<file path="src/rtl/fetch_sequencer.sv">
// fetch_sequencer: program-counter sequencer with a 2-entry instruction
// buffer in front of a word-addressed, combinational-read instruction memory.
//
// Ports:
//   clk, reset          clock (rising edge), asynchronous active-high reset
//   start               one-cycle pulse, begins fetching from RESET_PC (IDLE only)
//   imem_addr/imem_data memory address (always the PC) and same-cycle read data
//   imem_en             high in cycles where imem_data is captured
//   redirect/redirect_pc branch/jump: flush buffer, load PC, resume FETCH
//   instr_out/pc_out    buffer head entry; instr_valid = buffer non-empty
//   instr_ready         decode accepts the head entry
//   halted              high in HALT
//   fault               sticky out-of-range fetch flag, cleared by start
module fetch_sequencer #(
    parameter logic [31:0] RESET_PC    = 32'd0,
    parameter logic [31:0] MEM_DEPTH   = 32'd64,
    parameter logic [5:0]  HALT_OPCODE = 6'b111111
) (
    input  logic        clk,
    input  logic        reset,
    input  logic        start,
    output logic [31:0] imem_addr,
    input  logic [31:0] imem_data,
    output logic        imem_en,
    input  logic        redirect,
    input  logic [31:0] redirect_pc,
    output logic [31:0] instr_out,
    output logic [31:0] pc_out,
    output logic        instr_valid,
    input  logic        instr_ready,
    output logic        halted,
    output logic        fault
);

    typedef enum logic [1:0] {
        S_IDLE,
        S_FETCH,
        S_HALT
    } state_t;

    state_t            state_q, state_d;
    logic [31:0]       pc_q, pc_d;
    logic [1:0]        count_q, count_d;
    logic              head_q, head_d;
    logic [1:0][31:0]  buf_instr_q, buf_instr_d;
    logic [1:0][31:0]  buf_pc_q, buf_pc_d;
    logic              fault_q, fault_d;

    logic pop;
    logic redirect_act;
    logic space;
    logic cap_try;
    logic in_range;
    logic cap;
    logic wr_idx;

    always_comb begin
        pop          = (count_q != 2'd0) && instr_ready;
        redirect_act = redirect && (state_q != S_IDLE);
        space        = (count_q < 2'd2) || pop;
        cap_try      = (state_q == S_FETCH) && !redirect_act && space;
        in_range     = pc_q < MEM_DEPTH;
        cap          = cap_try && in_range;
        // Tail slot. At count==2 with a pop this lands on the slot being
        // freed; at count==1 with a pop it lands on the new head.
        wr_idx       = head_q ^ count_q[0];

        state_d     = state_q;
        pc_d        = pc_q;
        count_d     = count_q;
        head_d      = head_q;
        buf_instr_d = buf_instr_q;
        buf_pc_d    = buf_pc_q;
        fault_d     = fault_q;

        if (redirect_act) begin
            // Flush wins over any pop/capture in the same cycle.
            count_d = 2'd0;
            pc_d    = redirect_pc;
            state_d = S_FETCH;
        end else begin
            case (state_q)
                S_IDLE: begin
                    if (start) begin
                        state_d = S_FETCH;
                        pc_d    = RESET_PC;
                        fault_d = 1'b0;
                    end
                end
                S_FETCH: begin
                    if (cap_try) begin
                        if (in_range) begin
                            buf_instr_d[wr_idx] = imem_data;
                            buf_pc_d[wr_idx]    = pc_q;
                            pc_d                = pc_q + 32'd1;
                            // Halt word is still buffered and delivered.
                            if (imem_data[31:26] == HALT_OPCODE)
                                state_d = S_HALT;
                        end else begin
                            fault_d = 1'b1;
                            state_d = S_HALT;
                        end
                    end
                end
                S_HALT: ;
                default: state_d = S_IDLE;
            endcase
            if (pop)
                head_d = ~head_q;
            count_d = count_q + {1'b0, cap} - {1'b0, pop};
        end
    end

    always_ff @(posedge clk or posedge reset) begin
        if (reset) begin
            state_q     <= S_IDLE;
            pc_q        <= RESET_PC;
            count_q     <= 2'd0;
            head_q      <= 1'b0;
            buf_instr_q <= '0;
            buf_pc_q    <= '0;
            fault_q     <= 1'b0;
        end else begin
            state_q     <= state_d;
            pc_q        <= pc_d;
            count_q     <= count_d;
            head_q      <= head_d;
            buf_instr_q <= buf_instr_d;
            buf_pc_q    <= buf_pc_d;
            fault_q     <= fault_d;
        end
    end

    assign imem_addr   = pc_q;
    assign imem_en     = cap;
    assign instr_out   = buf_instr_q[head_q];
    assign pc_out      = buf_pc_q[head_q];
    assign instr_valid = count_q != 2'd0;
    assign halted      = state_q == S_HALT;
    assign fault       = fault_q;

endmodule

</file>
<file path="config.mk">
export PLATFORM = sky130hd
export DESIGN_NAME = fetch_sequencer
export DESIGN_NICKNAME = d
export VERILOG_FILES = /design/src/rtl/fetch_sequencer.sv
export SDC_FILE = /design/constraint.sdc
export NUM_CORES = 1
export LEC_CHECK = 0
export CAP_MARGIN = 20
export CORE_MARGIN = 4
export CORE_UTILIZATION = 53
export CTS_CLUSTER_DIAMETER = 120
export DETAILED_ROUTE_END_ITERATION = 10
export PLACE_DENSITY_LB_ADDON = 0.05
export SYNTH_ARGS = -nofsm -noshare
export SYNTH_HDL_FRONTEND = slang
export SYNTH_SLANG_ARGS = --single-unit
</file>
<file path="constraint.sdc">
create_clock -name clk -period 10.5 [get_ports clk]
set_input_delay 1.575 -clock clk [delete_from_list [all_inputs] [get_ports clk]]
set_output_delay 1.575 -clock clk [all_outputs]
set_load 0.005 [all_outputs]
</file>
# == Word level (Yosys, flattened, before mapping) ==
# Index checks and enable logic that the tools add are counted.
# totals
wordCells,73
in_bits,69
regBits,166
out_inout_bits,100
# op_classes
n_bitwise,3
n_addsub,3
n_lt_le_gt_ge,5
n_reduce_logical,18
n_mux,24
eq_ne,11
# op_table
operator,count
$mux W32,9
$bwmux W64,2
$pmux W32 S2,1
$add A32 B1 Y32 const B,1
$demux W32 S1,1
$lt A32 B7 Y1 const B,1
$mux W2,6
$reduce_and A4 Y1,3
$ne A3 B3 Y1 const B,3
$eq A6 B6 Y1 const B,1
$logic_and A1 B1 Y1,6
$ne A2 B2 Y1 const B,3
$pmux W2 S3,1
$reduce_bool A2 Y1,3
$reduce_and A5 Y1,1
$lt A1 B2 Y1 const B,2
$ne A4 B3 Y1 const B,1
$mux W1,3
$reduce_bool A3 Y1,1
$add A2 B1 Y2,1
$eq A2 B1 Y1 const B,1
$eq A2 B2 Y1 const B,1
$logic_not A2 Y1,1
$lt A2 B2 Y1 const B,1
other kinds (9),10

# == Longest topological paths before layout ==
# logic_depth
word_depth,9
ltp_mapped,9
ltp_nobuf,8

# == Worst setup path after synthesis ==
# No wires, ideal clock.
# synth_timing
path_kind,input to output
start,in redirect
end,out imem_en
t_arrival_ns,2.316
stages,4
required_time_ns,8.925
slack_ns,6.609
cell_sequence,nand2b_1 -> nor2_1 -> nand2_1 -> nor2_1
# synth_between
elab_chain_cells,5
# synth_lines
item,line_no,text
from (decl),25,"input logic redirect,"
$logic_and A1 B1 Y1,59,redirect_act = redirect && (state_q != S_IDLE);
$logic_not A1 Y1,61,cap_try = (state_q == S_FETCH) && !redirect_act && space;
$logic_and A1 B1 Y1 (2 in series),61,
$logic_and A1 B1 Y1,63,cap = cap_try && in_range;
to (decl),24,"output logic imem_en,"
# No other way between the ends.

# == Final worst setup path ==
# Same ends and word-level chain as after synthesis.

==> metrics <==
via count between 4000 and 5000; startpoint class of the critical path input port; Synth Area per Inst around 14 um^2; final setup violation count 0; grt met2 use 35.5%; grt peak-use layer met2; DRT Pass-1 Iters 4; port bufs between 150 and 200; clock root cell clkbuf_16; Die Y between 100 and 150 um; ratio of cells with drive above 1 in the final layout 26.5%; die area around 0.015 mm^2; number of synthesized register bits approximately 170; CTS Buffer Depth 2; PwrDens ~200 mW/mm^2; initial antenna violation count 0; Synth Net Count around 570; unrepaired setup endpoints after global routing false; htree depth 4; core area around 0.013 mm^2; top_reg_cell synth dfrtp_1; Post CTS Setup Buffer Count 0; Yosys cell types 40; Slew Limit Fails 0; # rows 41; ys async rst share 100%; chip width roughly 120 um; Worst slew margin a little under half; CTS Hold Bufs 0; initial drt markers between 300 and 400; Worst-path clk slew ~0.060 ns; number of synthesized flops with an enable pin 0; TNS Setup 0 ns; data required time of the critical path between 8 and 9 ns; Final Hold Viols 0; number of global-route vias before repair about 5000; sequential area share after synthesis just under 60%; Mapped Area between 0.006 and 0.007 mm^2; commonest non-fill, non-tap cell in the layout clkdlybuf4s50_1; Worst Tran Pin Value about 0.82 ns; Hold Crit Class reg2reg; GRT Total Usage between 20% and 30%; maxcap violations 0; post-DR wirelength/cell 18.6 um; CTS tree yes; Final nets between 700 and 800; largest net degree at the start of global routing between 80 and 90; Setup Skew approximately 0.0063 ns; P&R area growth vs syn 34.1%; DPL Wire Length approximately 10000 um; initial core utilization 54.6%; Core Util, Final roughly three quarters; # resized after CTS 0; Post-Syn Instances 500; Max Clk Rate 191 MHz; DRT Wirelength around 16000 um; Pleak 4.43 nW; Max IR drop VDD around 0.00019 V; Max Fanout on Critical Path 8; CTS Sinks 166; fin crit share between 40% and 50%; status complete, no violations; Tmin final 5.24 ns; final RePlAce weighted congestion 0.811; WP data arrival 3.67 ns; vias per inst between 5 and 6; ANT cells 0; CTS Buf Count 17; clk_lat worst skew roughly 0.42 ns; CP Capture Type output port; global route overflow 0; Remaining DRCs 0; Synthesis Warnings 0; Crit Path Class in2out; Routed Antenna Nets 0; most frequent cells in the layout clkdlybuf4s50_1 (168), dfrtp_1 (165), mux2_2 (138), nor2b_1 (54), a22o_1 (25); GR Util met1 between 20% and 30%; first-pass GRT wire length between 20000 and 30000 um; # IOs about 170; met3 GRT Util ~6.4%
registers in the layout, indices dropped and copies added (netlist names):
| register | cells |
|---|---|
| imem_addr | 32 |
| state_q | 2 |
| head_q | 1 |
| count_q | 2 |
| buf_pc_q | 64 |
| fault | 1 |
| buf_instr_q | 64 |
per-layer routing:
metal | up-vias | share of wire (%)
li1 | 2119 | -
met1 | 2331 | 42
met2 | 160 | 50
met3 | 30 | 6.4
met4 | 0 | 2.2
met5 | - | 0
logic make-up after synthesis:
logic type                 count (synthesis)  share of synthesized area, %
AOI/OAI and AO/OA                         58                          6.27
xor gates and xnor gates                   4                         0.502
adders and majority gates                  3                         0.538
buffers and inverters                     33                          2.35
DFF                                      166                          59.5
muxes                                    140                          22.6
and+or+nand+nor                           96                          8.23
synthesized netlist by cell type, drive strengths merged (2+ instances only):
master	n	area share, %
a21oi	12	0.86
nor2	8	0.43
a22oi	3	0.32
buf	16	1.4
mux2	140	23
nor4	6	0.54
nand4	4	0.36
a22o	25	3.1
ha	3	0.54
nor3	4	0.45
o21ai	4	0.29
clkbuf	12	0.65
and2	2	0.18
xnor2	3	0.38
nand3	2	0.14
or2	2	0.18
nor2b	54	4.8
a32oi	2	0.25
a2bb2oi	4	0.50
inv	5	0.27
and4	2	0.25
dfrtp	166	60
nand2	6	0.32
nand2b	4	0.36
final cells by class:
type,count,area (um^2)
Timing Repair Buffer,175,1750
Clock buffer,20,447
Clock inverter,12,104
Fill cell,868,3410
Sequential cell,166,4160
Inverter,5,23.8
Tap cell,172,215
Multi-Input combinational cell,301,2660
stage by stage:
| step | total power [mW] | setup slack (ns) | cells | hold slack (ns) | instance area, um^2 |
|---|---|---|---|---|---|
| finish | 1.91 | 5.26 | 851 | 0.486 | 9360 |
| global route | 2.01 | 5.11 | 851 | 0.504 | 9360 |
| floorplan | 1.07 | 4.43 | 500 | 0.452 | 6980 |
| detailed placement | 1.34 | 5.31 | 818 | 0.472 | 8780 |
| global placement | 1.33 | 5.45 | 818 | 0.464 | 8780 |
| CTS | 1.93 | 5.30 | 850 | 0.486 | 9330 |
path summary, 6_finish.rpt:
path	start	endpoint	slack (ns)	depth (start not counted)
max in group asynchronous	reset	buf_instr_q[44]	7.73	4
hold reg to reg	buf_pc_q[32]	buf_pc_q[32]	0.49	1
setup reg to reg	imem_addr[6]	buf_instr_q[39]	7.55	6
setup / recovery	redirect	imem_en	5.26	6
min in group asynchronous	reset	buf_instr_q[1]	1.66	2
hold / removal	buf_pc_q[32]	buf_pc_q[32]	0.49	1
report_power, final:
| group | internal (mW) | switching [mW] | total, mW |
|---|---|---|---|
| logic | 0.295 | 0.207 | 0.503 |
| registers | 0.719 | 0.114 | 0.833 |
| clock network | 0.331 | 0.247 | 0.578 |
| total | 1.34 | 0.568 | 1.91 |
critical path: stages:
cell,delay (ns)
clkdlybuf4s50_1,0.47
nand2b_1,0.20
nor2_1,0.38
nand2_1,0.25
nor2_1,0.24
clkdlybuf4s50_1,0.55
Power figures use the tool's default switching activity.
